**src/rtl/ir_sense.sv**
```systemverilog
// IR proximity front end: gates emitters, settles, then alternates left/right A2D conversions.
// Averages 2**AVG_SHFT samples per side, applies hysteresis to the open flags, pulses IR_vld once per frame.
module ir_sense #(
    parameter int          SETTLE_CYC = 1024,
    parameter int          AVG_SHFT   = 2,
    parameter logic [2:0]  LFT_CHNL   = 3'd3,
    parameter logic [2:0]  RGHT_CHNL  = 3'd0,
    parameter logic [11:0] OPN_LO     = 12'h400,
    parameter logic [11:0] OPN_HI     = 12'h480
) (
    input  logic        clk,
    input  logic        rst,
    input  logic        sample_en,
    input  logic        cnv_cmplt,
    input  logic [11:0] res,
    output logic        strt_cnv,
    output logic [2:0]  chnnl,
    output logic        IR_en,
    output logic [11:0] lft_IR,
    output logic [11:0] rght_IR,
    output logic        lft_opn,
    output logic        rght_opn,
    output logic        IR_vld
);

    localparam int SW = $clog2(SETTLE_CYC + 1);
    localparam int AW = 12 + AVG_SHFT;
    localparam int CW = AVG_SHFT + 1;
    localparam logic [SW-1:0] SETTLE_LAST = SW'(SETTLE_CYC - 1);
    localparam logic [CW-1:0] SMP_LAST    = CW'((2 ** AVG_SHFT) - 1);

    typedef enum logic [2:0] {
        IDLE,
        SETTLE,
        CNV_L,
        WAIT_L,
        CNV_R,
        WAIT_R,
        UPDATE
    } state_t;

    state_t        state_q,      state_d;
    logic [SW-1:0] settle_cnt_q, settle_cnt_d;
    logic [CW-1:0] smp_cnt_q,    smp_cnt_d;
    logic [AW-1:0] lft_acc_q,    lft_acc_d;
    logic [AW-1:0] rght_acc_q,   rght_acc_d;
    logic          strt_cnv_q,   strt_cnv_d;
    logic [2:0]    chnnl_q,      chnnl_d;
    logic          ir_en_q,      ir_en_d;
    logic [11:0]   lft_ir_q,     lft_ir_d;
    logic [11:0]   rght_ir_q,    rght_ir_d;
    logic          lft_opn_q,    lft_opn_d;
    logic          rght_opn_q,   rght_opn_d;
    logic          ir_vld_q,     ir_vld_d;

    logic [11:0]   lft_avg;
    logic [11:0]   rght_avg;

    assign lft_avg  = lft_acc_q[AW-1:AVG_SHFT];
    assign rght_avg = rght_acc_q[AW-1:AVG_SHFT];

    // Values inside [OPN_LO, OPN_HI] keep the previous flag.
    function automatic logic hyst(input logic [11:0] avg, input logic prev);
        logic nxt;
        nxt = prev;
        if (avg < OPN_LO)
            nxt = 1'b1;
        else if (avg > OPN_HI)
            nxt = 1'b0;
        return nxt;
    endfunction

    always_comb begin
        state_d      = state_q;
        settle_cnt_d = settle_cnt_q;
        smp_cnt_d    = smp_cnt_q;
        lft_acc_d    = lft_acc_q;
        rght_acc_d   = rght_acc_q;
        strt_cnv_d   = 1'b0;
        chnnl_d      = chnnl_q;
        ir_en_d      = ir_en_q;
        lft_ir_d     = lft_ir_q;
        rght_ir_d    = rght_ir_q;
        lft_opn_d    = lft_opn_q;
        rght_opn_d   = rght_opn_q;
        ir_vld_d     = 1'b0;

        case (state_q)
            IDLE: begin
                if (sample_en) begin
                    state_d      = SETTLE;
                    ir_en_d      = 1'b1;
                    settle_cnt_d = '0;
                end
            end
            SETTLE: begin
                settle_cnt_d = settle_cnt_q + SW'(1);
                if (settle_cnt_q == SETTLE_LAST)
                    state_d = CNV_L;
            end
            CNV_L: begin
                strt_cnv_d = 1'b1;
                chnnl_d    = LFT_CHNL;
                state_d    = WAIT_L;
            end
            WAIT_L: begin
                if (cnv_cmplt) begin
                    lft_acc_d = lft_acc_q + AW'(res);
                    state_d   = CNV_R;
                end
            end
            CNV_R: begin
                strt_cnv_d = 1'b1;
                chnnl_d    = RGHT_CHNL;
                state_d    = WAIT_R;
            end
            WAIT_R: begin
                if (cnv_cmplt) begin
                    rght_acc_d = rght_acc_q + AW'(res);
                    smp_cnt_d  = smp_cnt_q + CW'(1);
                    state_d    = (smp_cnt_q == SMP_LAST) ? UPDATE : CNV_L;
                end
            end
            UPDATE: begin
                lft_ir_d   = lft_avg;
                rght_ir_d  = rght_avg;
                lft_opn_d  = hyst(lft_avg, lft_opn_q);
                rght_opn_d = hyst(rght_avg, rght_opn_q);
                ir_vld_d   = 1'b1;
                lft_acc_d  = '0;
                rght_acc_d = '0;
                smp_cnt_d  = '0;
                // Emitters stay lit between back-to-back frames, so no re-settle.
                if (sample_en) begin
                    state_d = CNV_L;
                end else begin
                    state_d = IDLE;
                    ir_en_d = 1'b0;
                end
            end
            default: state_d = IDLE;
        endcase
    end

    always_ff @(posedge clk or posedge rst) begin
        if (rst) begin
            state_q      <= IDLE;
            settle_cnt_q <= '0;
            smp_cnt_q    <= '0;
            lft_acc_q    <= '0;
            rght_acc_q   <= '0;
            strt_cnv_q   <= 1'b0;
            chnnl_q      <= LFT_CHNL;
            ir_en_q      <= 1'b0;
            lft_ir_q     <= '0;
            rght_ir_q    <= '0;
            lft_opn_q    <= 1'b1;
            rght_opn_q   <= 1'b1;
            ir_vld_q     <= 1'b0;
        end else begin
            state_q      <= state_d;
            settle_cnt_q <= settle_cnt_d;
            smp_cnt_q    <= smp_cnt_d;
            lft_acc_q    <= lft_acc_d;
            rght_acc_q   <= rght_acc_d;
            strt_cnv_q   <= strt_cnv_d;
            chnnl_q      <= chnnl_d;
            ir_en_q      <= ir_en_d;
            lft_ir_q     <= lft_ir_d;
            rght_ir_q    <= rght_ir_d;
            lft_opn_q    <= lft_opn_d;
            rght_opn_q   <= rght_opn_d;
            ir_vld_q     <= ir_vld_d;
        end
    end

    assign strt_cnv = strt_cnv_q;
    assign chnnl    = chnnl_q;
    assign IR_en    = ir_en_q;
    assign lft_IR   = lft_ir_q;
    assign rght_IR  = rght_ir_q;
    assign lft_opn  = lft_opn_q;
    assign rght_opn = rght_opn_q;
    assign IR_vld   = ir_vld_q;

endmodule

```
**config.mk**
```make
export PLATFORM = sky130hd
export DESIGN_NAME = ir_sense
export DESIGN_NICKNAME = d
export VERILOG_FILES = /design/src/rtl/ir_sense.sv
export SDC_FILE = /design/constraint.sdc
export NUM_CORES = 1
export LEC_CHECK = 0
export ABC_AREA = 1
export BUFFER_PORTS_ARGS = -buffer_cell sky130_fd_sc_hd__clkbuf_2
export CORE_MARGIN = 4
export CORE_UTILIZATION = 24
export CTS_BUF_LIST = sky130_fd_sc_hd__clkbuf_16
export CTS_CLUSTER_DIAMETER = 50
export DETAILED_ROUTE_END_ITERATION = 16
export GPL_TIMING_DRIVEN = 0
export PLACE_DENSITY = 0.42
export SYNTH_ARGS = -nofsm -noshare
export SYNTH_HDL_FRONTEND = slang
export SYNTH_SLANG_ARGS = --single-unit
export TNS_END_PERCENT = 5
```
**constraint.sdc**
```tcl
create_clock -name clk -period 3.7 [get_ports clk]
set_input_delay 0.555 -clock clk [delete_from_list [all_inputs] [get_ports clk]]
set_output_delay 0.555 -clock clk [all_outputs]
set_load 0.005 [all_outputs]
```
# Word-level counts from Yosys, hierarchy flattened
# Index checks and enable logic that the tools add are counted.
# Widths: inputs -> output; s select.
dict set report op_classes {
  addsub 4
  order_cmp 4
  eq_ne 13
  mux 25
  n_reduce_logical 16
}
# op n
set op_table {}
lappend op_table {{$pmux 14 s2} 2}
lappend op_table {{$add 14x12->14} 2}
lappend op_table {{$mux 14} 2}
lappend op_table {{$gt 12x11->1 const B} 2}
lappend op_table {{$lt 12x11->1 const B} 2}
lappend op_table {{$pmux 11 s2} 1}
lappend op_table {{$pmux 3 s7} 1}
lappend op_table {{$mux 3} 6}
lappend op_table {{$reduce_bool 2->1} 7}
lappend op_table {{$pmux 3 s2} 2}
lappend op_table {{$add 11x1->11 const B} 1}
lappend op_table {{$eq 11x10->1 const B} 1}
lappend op_table {{$mux 11} 1}
lappend op_table {{$ne 2x2->1 const B} 5}
lappend op_table {{$reduce_and 2->1} 5}
lappend op_table {{$eq 3x2->1 const B} 3}
lappend op_table {{$eq 3x3->1 const B} 3}
lappend op_table {{$mux 1} 8}
lappend op_table {{$reduce_and 4->1} 1}
lappend op_table {{$add 3x1->3 const B} 1}
lappend op_table {{$eq 3x1->1 const B} 1}
lappend op_table {{$logic_not 3->1} 1}
lappend op_table {{$reduce_and 3->1} 1}
lappend op_table {{$mux 2} 1}
lappend op_table {{2 further kinds} 2}
dict set report word_totals {
  regBits 77
  wordCells 75
}

# Longest topological paths before layout
# Gate-level depths: netlist (run 1).
dict set report logic_depth {
  ltp_word 4
  depth_mapped 11
}

# Least setup slack after synthesis (run 1)
# OpenSTA, ideal clock, no wires.
dict set report synth_timing {
  path_kind {input port to flip-flop}
  startpoint {input port res[0]}
  endpoint {register rght_acc_q[6]}
  setup_ns 0.126
  arrival_ns 1.640
  path_slack_ns 1.934
  cell_stages 9
  n_path_buf 0
  cell_sequence {ha_1 -> inv_1 -> fa_1 -> nor2_1 -> nor2_1 -> o21ai_0 -> nand2_1 -> nand2_1 -> o22ai_1}
}
dict set report synth_between {
  elab_chain_cells 3
}
# element line
set synth_rtl {}
lappend synth_rtl {{start, declared} 15} ;# input logic [11:0] res,
lappend synth_rtl {{$add 14x12->14} 119} ;# rght_acc_d = rght_acc_q + AW'(res);
lappend synth_rtl {{$mux 14} 118} ;# if (cnv_cmplt) begin
lappend synth_rtl {{$pmux 14 s2} 88} ;# case (state_q)
lappend synth_rtl {{end signal, assigned} 165} ;# rght_acc_q <= rght_acc_d;
lappend synth_rtl {{end, declared} 46} ;# logic [AW-1:0] rght_acc_q, rght_acc_d;
# No other way between the ends. The select of a mux whose other input is x is not followed.
# A chain may end at the register's enable or synchronous reset.

# Worst setup path in the final report (run 1)
dict set report layout_timing {
  startpoint {input port res[0]}
  endpoint {register rght_acc_q[12]}
}
# Same word-level chain as after synthesis.

==> impl_metrics.json, run 1 <==
{
  "htree_num_levels": 3,
  "maxCapViolations": 0,
  "timing.final.setup_violations": 0,
  "antenna_violations_before_repair": 0,
  "worstRegToRegCells": 11,
  "post_synth_instance_area_mm2": 0.00464,
  "die_area_mm2": 0.0216,
  "placementRows": 50,
  "max_clk_rate_mhz": 562,
  "num-nets-final": 755,
  "io_buffer_count": 46,
  "yosysTopAreaCellShare_pct": 38.9,
  "place.gp.congestion": 0.885,
  "routed_wirelength_mm": 13.1,
  "antenna-diode-count": 0,
  "hold_class": "in2async",
  "vdd_drop_max_uv": 238,
  "cts_hold_repair.buffers": 0,
  "initial_core_util_pct": 24.6,
  "detail-route-antenna-nets": 0,
  "synthesis.yosys.warnings": 0,
  "power_switching_mw": 1.78,
  "report.final.hold_viol_count": 0,
  "synthMostInstantiatedCell": "sky130_fd_sc_hd__nand2_1",
  "final.fill_count": 2040,
  "yosys_most_used_dff": "sky130_fd_sc_hd__dfrtp_1",
  "tritoncts_num_sinks": 75,
  "finalClockSkew_ns": 0.0105,
  "synth_edf_count": 0,
  "number_of_vias_in_the_routed_layout": 4141,
  "clkTransAtPathRegs_ns": 0.07,
  "syn_nets": 697,
  "worstSetupStartpoint": "res[0]",
  "grt_start_max_net_pins": 67,
  "ctsLongestPathBuffers": 2,
  "cts_tree": "built",
  "first_pass_grt_wire_length_mm": 21.2,
  "synthDominantAreaCellType": "sky130_fd_sc_hd__dfrtp_1",
  "leakagePower_nw": 2.98,
  "power.density_mw_per_mm2": 734,
  "preCtsSetupSlack_ns": 1.57,
  "detail_route.vias_per_cell": 4.25,
  "synthCells": 652,
  "cp.required_ns": 3.94,
  "gr_overflow_total": 0,
  "postCtsSetupRepairBufs": 0,
  "first_iter_violations": 251,
  "worst_skew_pair.late_latency_ns": 0.35,
  "synth_common_cells": "209 x sky130_fd_sc_hd__nand2_1, 106 x sky130_fd_sc_hd__inv_1, 72 x sky130_fd_sc_hd__dfrtp_1, 51 x sky130_fd_sc_hd__nand3_1, 50 x sky130_fd_sc_hd__nor2_1",
  "ys_seq_elements": 75,
  "cellInternalPower_mw": 2.27,
  "power.switching_fraction_pct": 43.9,
  "cts_root_buf": "sky130_fd_sc_hd__clkbuf_16",
  "numCtsBuffers": 9,
  "fin_hold_ws_ns": 0.0905,
  "power.share.combinational_pct": 45.0,
  "timing.rr.start": "rght_acc_q[0]$_DFFE_PP0P_",
  "area.growth.synth_to_final_pct": 18.8,
  "critical_path_peak_fanout": 3,
  "max_slew_violation_count": 0,
  "post_synth.cell_area_avg_um2": 7.11,
  "core_area_mm2": 0.0188,
  "synth_cell_type_count": 30,
  "grt_setup_unrepaired": "false",
  "grt_pass1_vias": 3973,
  "status": "complete, no violations",
  "power_mw": 4.04,
  "start_kind": "input pin",
  "detailedPlacementHpwl_mm": 10.0,
  "detail_route.first_pass.iterations": 4,
  "post_route_cells_drive_above_1_share_pct": 13.7,
  "postSynth.asyncResetShare_pct": 100,
  "fp.dieH_um": 147,
  "post-route-period-util_pct": 48.1,
  "final.min_clock_period_ns": 1.78,
  "setup.worst_path.end_class": "register",
  "yosysSeqAreaShare_pct": 40.6,
  "p_seq_share_pct": 33.2,
  "die_width_um": 147,
  "routedWlPerCell_um": 13.5,
  "io_pins": 48,
  "post_synth_main_area_contributors": "sky130_fd_sc_hd__dfrtp_1 39%, sky130_fd_sc_hd__nand2_1 17%, sky130_fd_sc_hd__inv_1 8.6%",
  "reg2reg_setup_slack_ns": 1.92,
  "setup_tns_ns": 0,
  "regToRegEndpoint": "rght_acc_q[12]$_DFFE_PP0P_",
  "timing.setup.critical_path_class": "in2reg",
  "post_cts_resize_count": 0,
  "critPathArrivalTime_ns": 2.02,
  "global_route.usage.total_pct": 12.5,
  "detailed_route_drc_error_count": 0,
  "clockPowerShare_pct": 21.8,
  "post_dp_cell_area_mm2": 0.00522,
  "layout.cell_area.non_filler_mm2": 0.00551,
  "final_worst_setup_slack_ns": 1.92
}
[through the flow]
step	cells	utilization, %
global route	975	29.3
global placement	958	27.6
detailed placement	959	27.7
floorplan	652	-
finish	975	29.3
CTS	975	29.3
[layout make-up]
type                    instances  area (µm²)  area share [%]
repair buffers                 47         258            4.68
plain buffers                  12        78.8            1.43
clock inverters                 7        62.6            1.14
clock buffers                   9         225            4.09
well taps                     260         325            5.91
flip-flops and latches         75        1880            34.1
multi-input cells             452        2250            40.9
inverters                     113         427            7.74
[placed cells by master, fill, tap and decap left out]
master	netlist	final
sky130_fd_sc_hd__clkbuf_16	0	9
sky130_fd_sc_hd__nor3_1	1	1
sky130_fd_sc_hd__nand2_4	1	1
sky130_fd_sc_hd__nor2_4	3	3
sky130_fd_sc_hd__nand2_2	3	3
sky130_fd_sc_hd__ha_1	27	27
sky130_fd_sc_hd__inv_1	106	105
sky130_fd_sc_hd__nand4_1	8	8
sky130_fd_sc_hd__inv_6	0	5
sky130_fd_sc_hd__nor2_1	50	50
sky130_fd_sc_hd__o21ai_0	29	29
sky130_fd_sc_hd__nor4_1	1	1
sky130_fd_sc_hd__buf_6	1	1
sky130_fd_sc_hd__nand3_1	51	51
sky130_fd_sc_hd__buf_2	6	6
sky130_fd_sc_hd__buf_16	0	1
sky130_fd_sc_hd__a21boi_0	1	1
sky130_fd_sc_hd__a31oi_1	1	1
sky130_fd_sc_hd__nand3_2	1	1
sky130_fd_sc_hd__buf_4	5	5
sky130_fd_sc_hd__a21oi_2	1	1
sky130_fd_sc_hd__dfrtp_1	72	72
sky130_fd_sc_hd__o22ai_1	8	8
sky130_fd_sc_hd__a22o_1	3	3
sky130_fd_sc_hd__clkinvlp_4	0	1
sky130_fd_sc_hd__or2_2	3	3
sky130_fd_sc_hd__a21oi_1	24	24
sky130_fd_sc_hd__nand2_1	209	209
sky130_fd_sc_hd__conb_1	1	1
sky130_fd_sc_hd__dfstp_2	3	3
sky130_fd_sc_hd__fa_1	2	2
sky130_fd_sc_hd__inv_2	7	7
sky130_fd_sc_hd__inv_8	0	1
sky130_fd_sc_hd__clkbuf_2	0	46
sky130_fd_sc_hd__o21ai_1	22	22
sky130_fd_sc_hd__inv_4	0	1
sky130_fd_sc_hd__nand3b_1	2	2
[power groups by stage]
| stage | Clock [mW] | Sequential [mW] | Combinational [mW] |
|---|---|---|---|
| CTS | 0.903 | 1.34 | 1.84 |
| floorplan | 0 | 1.31 | 1.31 |
| global placement | 0 | 1.35 | 1.81 |
| global route | 0.943 | 1.38 | 2.10 |
| detailed placement | 0 | 1.36 | 1.83 |
| finish | 0.883 | 1.34 | 1.82 |
[worst max-delay path, cell delays in order]
cell and delay [ns]:
sky130_fd_sc_hd__clkbuf_2 0.13, sky130_fd_sc_hd__ha_1 0.18, sky130_fd_sc_hd__inv_1 0.06, sky130_fd_sc_hd__fa_1 0.42, sky130_fd_sc_hd__nor2_1 0.13, sky130_fd_sc_hd__nor2_1 0.08, sky130_fd_sc_hd__inv_1 0.10, sky130_fd_sc_hd__nand2_1 0.07
sky130_fd_sc_hd__nand3_1 0.11, sky130_fd_sc_hd__nand3_1 0.08, sky130_fd_sc_hd__nand2_1 0.06, sky130_fd_sc_hd__nor2_1 0.04
[registers in the layout, indices dropped and copies added, names as in the netlist]
register	count
rght_acc_q	14
lft_acc_q	14
lft_opn	1
chnnl	1
rght_opn	1
settle_cnt_q	11
strt_cnv	1
smp_cnt_q	3
rght_IR	12
lft_IR	12
IR_en	1
state_q	3
IR_vld	1
[routing by layer]
| layer | vias to the layer above | wire length (µm) | track usage, % |
|---|---|---|---|
| li1 | 2181 | - | - |
| met1 | 1865 | 6800 | 17.8 |
| met2 | 85 | 5650 | 19.0 |
| met3 | 10 | 558 | 3.33 |
| met4 | 0 | 138 | 3.22 |
| met5 | - | 0 | 0 |
[worst max path at each step]
| stage | to | slack, ns |
|---|---|---|
| global route | rght_acc_q[12]$_DFFE_PP0P_ | 1.75 |
| finish | rght_acc_q[12]$_DFFE_PP0P_ | 1.92 |
| floorplan | IR_en$_DFFE_PP0P_ | 1.24 |
| detailed placement | rght_acc_q[12]$_DFFE_PP0P_ | 1.57 |
| global placement | rght_IR[3]$_DFFE_PP0N_ | 0.06 |
| CTS | rght_acc_q[12]$_DFFE_PP0P_ | 1.92 |
[logic make-up (layout without fill, tap and decap cells)]
logic type / after synthesis / count (layout) / synth area share, %
and+or+nand+nor: 333 / 333 / 30.1
buffers and inverters: 125 / 188 / 10.9
AOI/OAI and AO/OA: 89 / 89 / 10.2
DFF: 75 / 75 / 40.6
adders and majority gates: 29 / 29 / 8.15
other: 1 / 1 / 0.0809
Power figures use the tool's default switching activity.
==> run 2: changes to the inputs <==
Clock period 3.7 ns to 1.9 ns, I/O delays scaled along.
==> run 2 against run 1 <==
Compared with the run above:
- worst hold slack gained 0.12 ns
- power grew 97%
- register-to-register slack lost 1.8 ns
- combinational power grew 96%
- critical path type is now reg2reg
- highest routed layer unchanged
==> impl_metrics.json, run 2 (same netlist as run 1, synthesis figures left out) <==
{
  "detail-route-antenna-nets": 0,
  "stdcell_count": 977,
  "cp.required_ns": 2.12,
  "io_pins": 48,
  "mostFrequentLayoutCells": "209 x sky130_fd_sc_hd__nand2_1, 105 x sky130_fd_sc_hd__inv_1, 72 x sky130_fd_sc_hd__dfrtp_1, 50 x sky130_fd_sc_hd__nand3_1, 48 x sky130_fd_sc_hd__nor2_1",
  "ctsLongestPathBuffers": 2,
  "detailedPlacementHpwl_mm": 10.1,
  "critical_path.cell_chain": "ha_1 > inv_1 > fa_1 > nor2_1 > nor2_1 > inv_1 > or2_2 > nand3_1 > o21ai_0",
  "hold_class": "in2reg",
  "max_clk_rate_mhz": 578,
  "report.final.hold_viol_count": 0,
  "io_buffer_count": 46,
  "cts_tree": "built",
  "worst_skew_pair.late_latency_ns": 0.34,
  "routed_wirelength_mm": 13.0,
  "core_area_mm2": 0.0188,
  "timing.critical_path.slowest_stage_cell": "sky130_fd_sc_hd__dfrtp_1",
  "area.growth.synth_to_final_pct": 19.9,
  "post-route-period-util_pct": 91.0,
  "antenna-diode-count": 0,
  "start_kind": "register",
  "detail_route.vias_per_cell": 4.31,
  "dp.cells": 960,
  "setup_tns_ns": 0,
  "post_route_cells_drive_above_1_share_pct": 14.4,
  "initial_core_util_pct": 24.6,
  "detailed_route_drc_error_count": 0,
  "die_width_um": 147,
  "postCtsSetupRepairBufs": 0,
  "status": "complete, no violations",
  "leakagePower_nw": 3.00,
  "clkTransAtPathRegs_ns": 0.06,
  "num-nets-final": 757,
  "path_buf_inv": 2,
  "placementRows": 50,
  "final_worst_setup_slack_ns": 0.170,
  "detail_route.first_pass.iterations": 5,
  "finalClockSkew_ns": 0.00683,
  "maxCapViolations": 0,
  "gr_overflow_total": 0,
  "number_of_vias_in_the_routed_layout": 4212,
  "setup.worst_path.end_class": "register",
  "first_iter_violations": 207,
  "fp.dieH_um": 147,
  "max_slew_violation_count": 0,
  "die_area_mm2": 0.0216,
  "global_route.usage.total_pct": 12.7,
  "final.min_clock_period_ns": 1.73,
  "tritoncts_num_sinks": 75,
  "grt_setup_unrepaired": "false",
  "cp_slowest_stage_delay_ns": 0.38,
  "grt_start_max_net_pins": 37,
  "critical_path_peak_fanout": 3,
  "place.gp.congestion": 0.911,
  "timing.setup.critical_path_class": "reg2reg",
  "routedWlPerCell_um": 13.3,
  "power.density_mw_per_mm2": 1430,
  "timing.final.setup_violations": 0,
  "preCtsSetupSlack_ns": 0.0584,
  "numCtsBuffers": 9,
  "cts_root_buf": "sky130_fd_sc_hd__clkbuf_16",
  "antenna_violations_before_repair": 0,
  "mostFrequentLayoutCell": "sky130_fd_sc_hd__nand2_1",
  "htree_num_levels": 3,
  "grt_pass1_vias": 4100,
  "layout_top_registers": "lft_acc_q: 14 flops, rght_acc_q: 14 flops",
  "first_pass_grt_wire_length_mm": 21.7,
  "vdd_drop_max_uv": 486,
  "critPathTopFamily": "simple AND/OR/NAND/NOR gates",
  "critPathArrivalTime_ns": 1.95
}
[run 2: final cells by class]
class	count	area (µm²)
multi-input cells	452	2260
well taps	260	325
flip-flops and latches	75	1880
repair buffers	49	280
clock inverters	7	76.3
fillers	2073	13300
inverters	113	428
clock buffers	9	225
plain buffers	12	78.8
[run 2: where the power goes]
group | switching, mW | total (mW) | internal, mW
Sequential | 0.416 | 2.60 | 2.19
Clock | 0.751 | 1.78 | 1.03
Combinational | 2.24 | 3.56 | 1.32
Total | 3.41 | 7.94 | 4.54
[run 2: metrics by stage]
| stage | power [mW] | hold WS [ns] | utilization (%) | cell area, µm² |
|---|---|---|---|---|
| floorplan | 5.11 | 0.394 | - | 4640 |
| finish | 7.94 | 0.215 | 29.5 | 5560 |
| global placement | 6.15 | 0.460 | 27.6 | 5190 |
| detailed placement | 6.20 | 0.322 | 27.8 | 5240 |
| CTS | 8.04 | 0.200 | 29.5 | 5550 |
| global route | 8.75 | 0.211 | 29.5 | 5560 |
[run 2: layer usage]
layer,wire length (µm),global-route usage [%],vias up
met5,0,0,-
met4,215,3.68,0
met3,631,3.18,13
met2,5610,19.1,87
met1,6580,18.0,1932
li1,-,-,2180
[run 2: worst paths after layout]
path / slack, ns / startpoint / depth (start not counted) / to
min in group asynchronous: 0.50 / rst / 3 / IR_vld$_DFF_PP0_
worst max-delay path: 0.17 / lft_acc_q[0]$_DFFE_PP0P_ / 9 / lft_acc_q[4]$_DFFE_PP0P_
max in group asynchronous: 0.63 / rst / 5 / lft_opn$_DFFE_PP1P_
worst min-delay path: 0.22 / cnv_cmplt / 2 / state_q[1]$_DFFE_PP0P_
worst min register to register: 0.47 / chnnl[0]$_DFFE_PP1P_ / 2 / chnnl[0]$_DFFE_PP1P_
worst max register to register: 0.17 / lft_acc_q[0]$_DFFE_PP0P_ / 9 / lft_acc_q[4]$_DFFE_PP0P_
[run 2: what timing repair did]
item	CTS	global route
hold endpoints to repair	17	0
hold buffers	1	0
endpoints found under the setup margin	0	3
resized for setup	0	5
==> run 3: changes to the inputs <==
Settings changed: SETUP_SLACK_MARGIN from default to 0.2, SLEW_MARGIN from default to 20.
==> run 3 against run 2 <==
Compared with the run above:
- first-iteration DRC count rose by 21%
- global-route usage grew 0.056 points
- sequential cell count stayed put
- cell count increased by 0.20%
- sequential power about the same
- wire length grew 1.3%
- critical endpoint is now rght_acc_q[4]$_DFFE_PP0P_
- largest power group unchanged
==> impl_metrics.json, run 3 (same netlist as run 1, synthesis figures left out) <==
{
  "grt_setup_unrepaired": "true",
  "post-route-period-util_pct": 87.1,
  "setup_tns_ns": 0,
  "cellInternalPower_mw": 4.48,
  "routedWlPerCell_um": 13.5,
  "first_pass_grt_wire_length_mm": 21.7,
  "clockPowerShare_pct": 20.2,
  "htree_num_levels": 3,
  "power_switching_mw": 3.44,
  "final.min_clock_period_ns": 1.66,
  "ctsLongestPathBuffers": 2,
  "detailed_route_drc_error_count": 0,
  "mostFrequentLayoutCells": "207 x sky130_fd_sc_hd__nand2_1, 103 x sky130_fd_sc_hd__inv_1, 72 x sky130_fd_sc_hd__dfrtp_1, 48 x sky130_fd_sc_hd__nand3_1, 46 x sky130_fd_sc_hd__clkbuf_2",
  "postLayoutCoreUtil_pct": 30.1,
  "antenna-diode-count": 0,
  "p_seq_share_pct": 33.1,
  "critical_path_peak_fanout": 5,
  "reg2reg_setup_slack_ns": 0.24,
  "vdd_drop_max_uv": 475,
  "mostFrequentLayoutCell": "sky130_fd_sc_hd__nand2_1",
  "timing.setup.critical_path_class": "reg2reg",
  "io_pins": 48,
  "detail-route-antenna-nets": 0,
  "cts_root_buf": "sky130_fd_sc_hd__clkbuf_16",
  "layout.cell_area.non_filler_mm2": 0.00566,
  "setup.worst_path.end_class": "register",
  "placementRows": 50,
  "first_iter_violations": 250,
  "die_area_mm2": 0.0216,
  "core_area_mm2": 0.0188,
  "worst_skew_pair.late_latency_ns": 0.34,
  "cp.required_ns": 2.13,
  "initial_core_util_pct": 24.6,
  "final.fill_count": 2073,
  "gr_overflow_total": 0,
  "power.share.combinational_pct": 46.7,
  "antenna_violations_before_repair": 0,
  "max_clk_rate_mhz": 604,
  "num-nets-final": 759,
  "maxCapViolations": 0,
  "report.final.hold_viol_count": 0,
  "post_dp_cell_area_mm2": 0.00527,
  "grt_pass1_vias": 4029,
  "max_slew_violation_count": 0,
  "numCtsBuffers": 9,
  "timing.final.setup_violations": 0,
  "number_of_vias_in_the_routed_layout": 4250,
  "io_buffer_count": 46,
  "finalClockSkew_ns": 0.00768,
  "die_width_um": 147,
  "leakagePower_nw": 3.01,
  "power.switching_fraction_pct": 43.5,
  "critPathArrivalTime_ns": 1.89,
  "global_route.usage.total_pct": 12.7,
  "tritoncts_num_sinks": 75,
  "fp.dieH_um": 147,
  "detail_route.vias_per_cell": 4.34,
  "detailedPlacementHpwl_mm": 10.2,
  "power.density_mw_per_mm2": 1400,
  "start_kind": "register",
  "cts_tree": "built",
  "post_route_cells_drive_above_1_share_pct": 17.1,
  "clkTransAtPathRegs_ns": 0.06,
  "hold_class": "in2reg",
  "fin_hold_ws_ns": 0.220,
  "place.gp.congestion": 0.911,
  "detail_route.first_pass.iterations": 5,
  "status": "complete, no violations",
  "layout_top_registers": "lft_acc_q: 14 flops, rght_acc_q: 14 flops",
  "grt_start_max_net_pins": 24,
  "routed_wirelength_mm": 13.2,
  "area.growth.synth_to_final_pct": 22.2
}
-- run 3: changes by cell type in the layout (fill, tap and decap cells not counted), sizes merged --
cell    previous run  this run
buf               14        16
bufinv             1         0
clkinv             3         4
-- run 3: power by group through the flow --
stage          Sequential [mW]  Combinational (mW)  Clock [mW]
2_1_floorplan             2.55                2.56           0
3_3_place_gp              2.63                3.52           0
3_5_place_dp              2.64                3.57           0
4_1_cts                   2.61                3.60        1.66
5_1_grt                   2.71                4.30        1.73
6_report                  2.62                3.69        1.60
-- run 3: metal layers --
metal  wire (µm)  vias to the layer above  part of all wire (%)  global-route usage, %
met5           0                        -                     0                      0
met2        5730                       82                    43                   18.8
li1            -                     2179                     -                      -
met4         233                        0                   1.8                   4.05
met3         521                       16                   3.9                   2.78
met1        6730                     1973                    51                   18.5
-- run 3: worst paths after layout --
path / start / to / depth (start not counted)
setup / recovery: rght_acc_q[3]$_DFFE_PP0P_ / rght_acc_q[4]$_DFFE_PP0P_ / 8
min in group asynchronous: rst / settle_cnt_q[10]$_DFFE_PP0P_ / 3
hold reg to reg: chnnl[0]$_DFFE_PP1P_ / chnnl[0]$_DFFE_PP1P_ / 2
max in group asynchronous: rst / rght_opn$_DFFE_PP1P_ / 5
setup reg to reg: rght_acc_q[3]$_DFFE_PP0P_ / rght_acc_q[4]$_DFFE_PP0P_ / 8
hold / removal: cnv_cmplt / state_q[1]$_DFFE_PP0P_ / 2
-- run 3: layout make-up --
type | instances | area, µm² | area share, %
multi-input cells | 452 | 2360 | 41.6
flip-flops and latches | 75 | 1880 | 33.2
plain buffers | 12 | 78.8 | 1.39
repair buffers | 51 | 323 | 5.70
clock inverters | 7 | 43.8 | 0.773
well taps | 260 | 325 | 5.74
clock buffers | 9 | 225 | 3.98
inverters | 113 | 428 | 7.56
-- run 3: critical path, stage by stage, from the launching register on --
cell and delay (ns):
sky130_fd_sc_hd__dfrtp_1 0.38, sky130_fd_sc_hd__ha_1 0.33, sky130_fd_sc_hd__nand2_1 0.17, sky130_fd_sc_hd__nor2_4 0.07, sky130_fd_sc_hd__nor2_4 0.14, sky130_fd_sc_hd__inv_2 0.07, sky130_fd_sc_hd__or2_2 0.27, sky130_fd_sc_hd__nand3_1 0.07
sky130_fd_sc_hd__o21ai_1 0.06
-- run 3: stage by stage --
step / total power [mW] / cells / setup slack, ns
CTS: 7.88 / 978 / 0.155
global placement: 6.15 / 958 / 0.0304
finish: 7.92 / 979 / 0.245
global route: 8.75 / 979 / 0.125
detailed placement: 6.21 / 961 / 0.0536
floorplan: 5.11 / 652 / 0.355
-- run 3: what timing repair did --
item	in CTS	in global routing
pin swaps	0	5
setup endpoints to repair	6	19
endpoints found under the hold margin	17	0
resized for setup	2	27
setup buffers	0	1
hold buffers	1	0
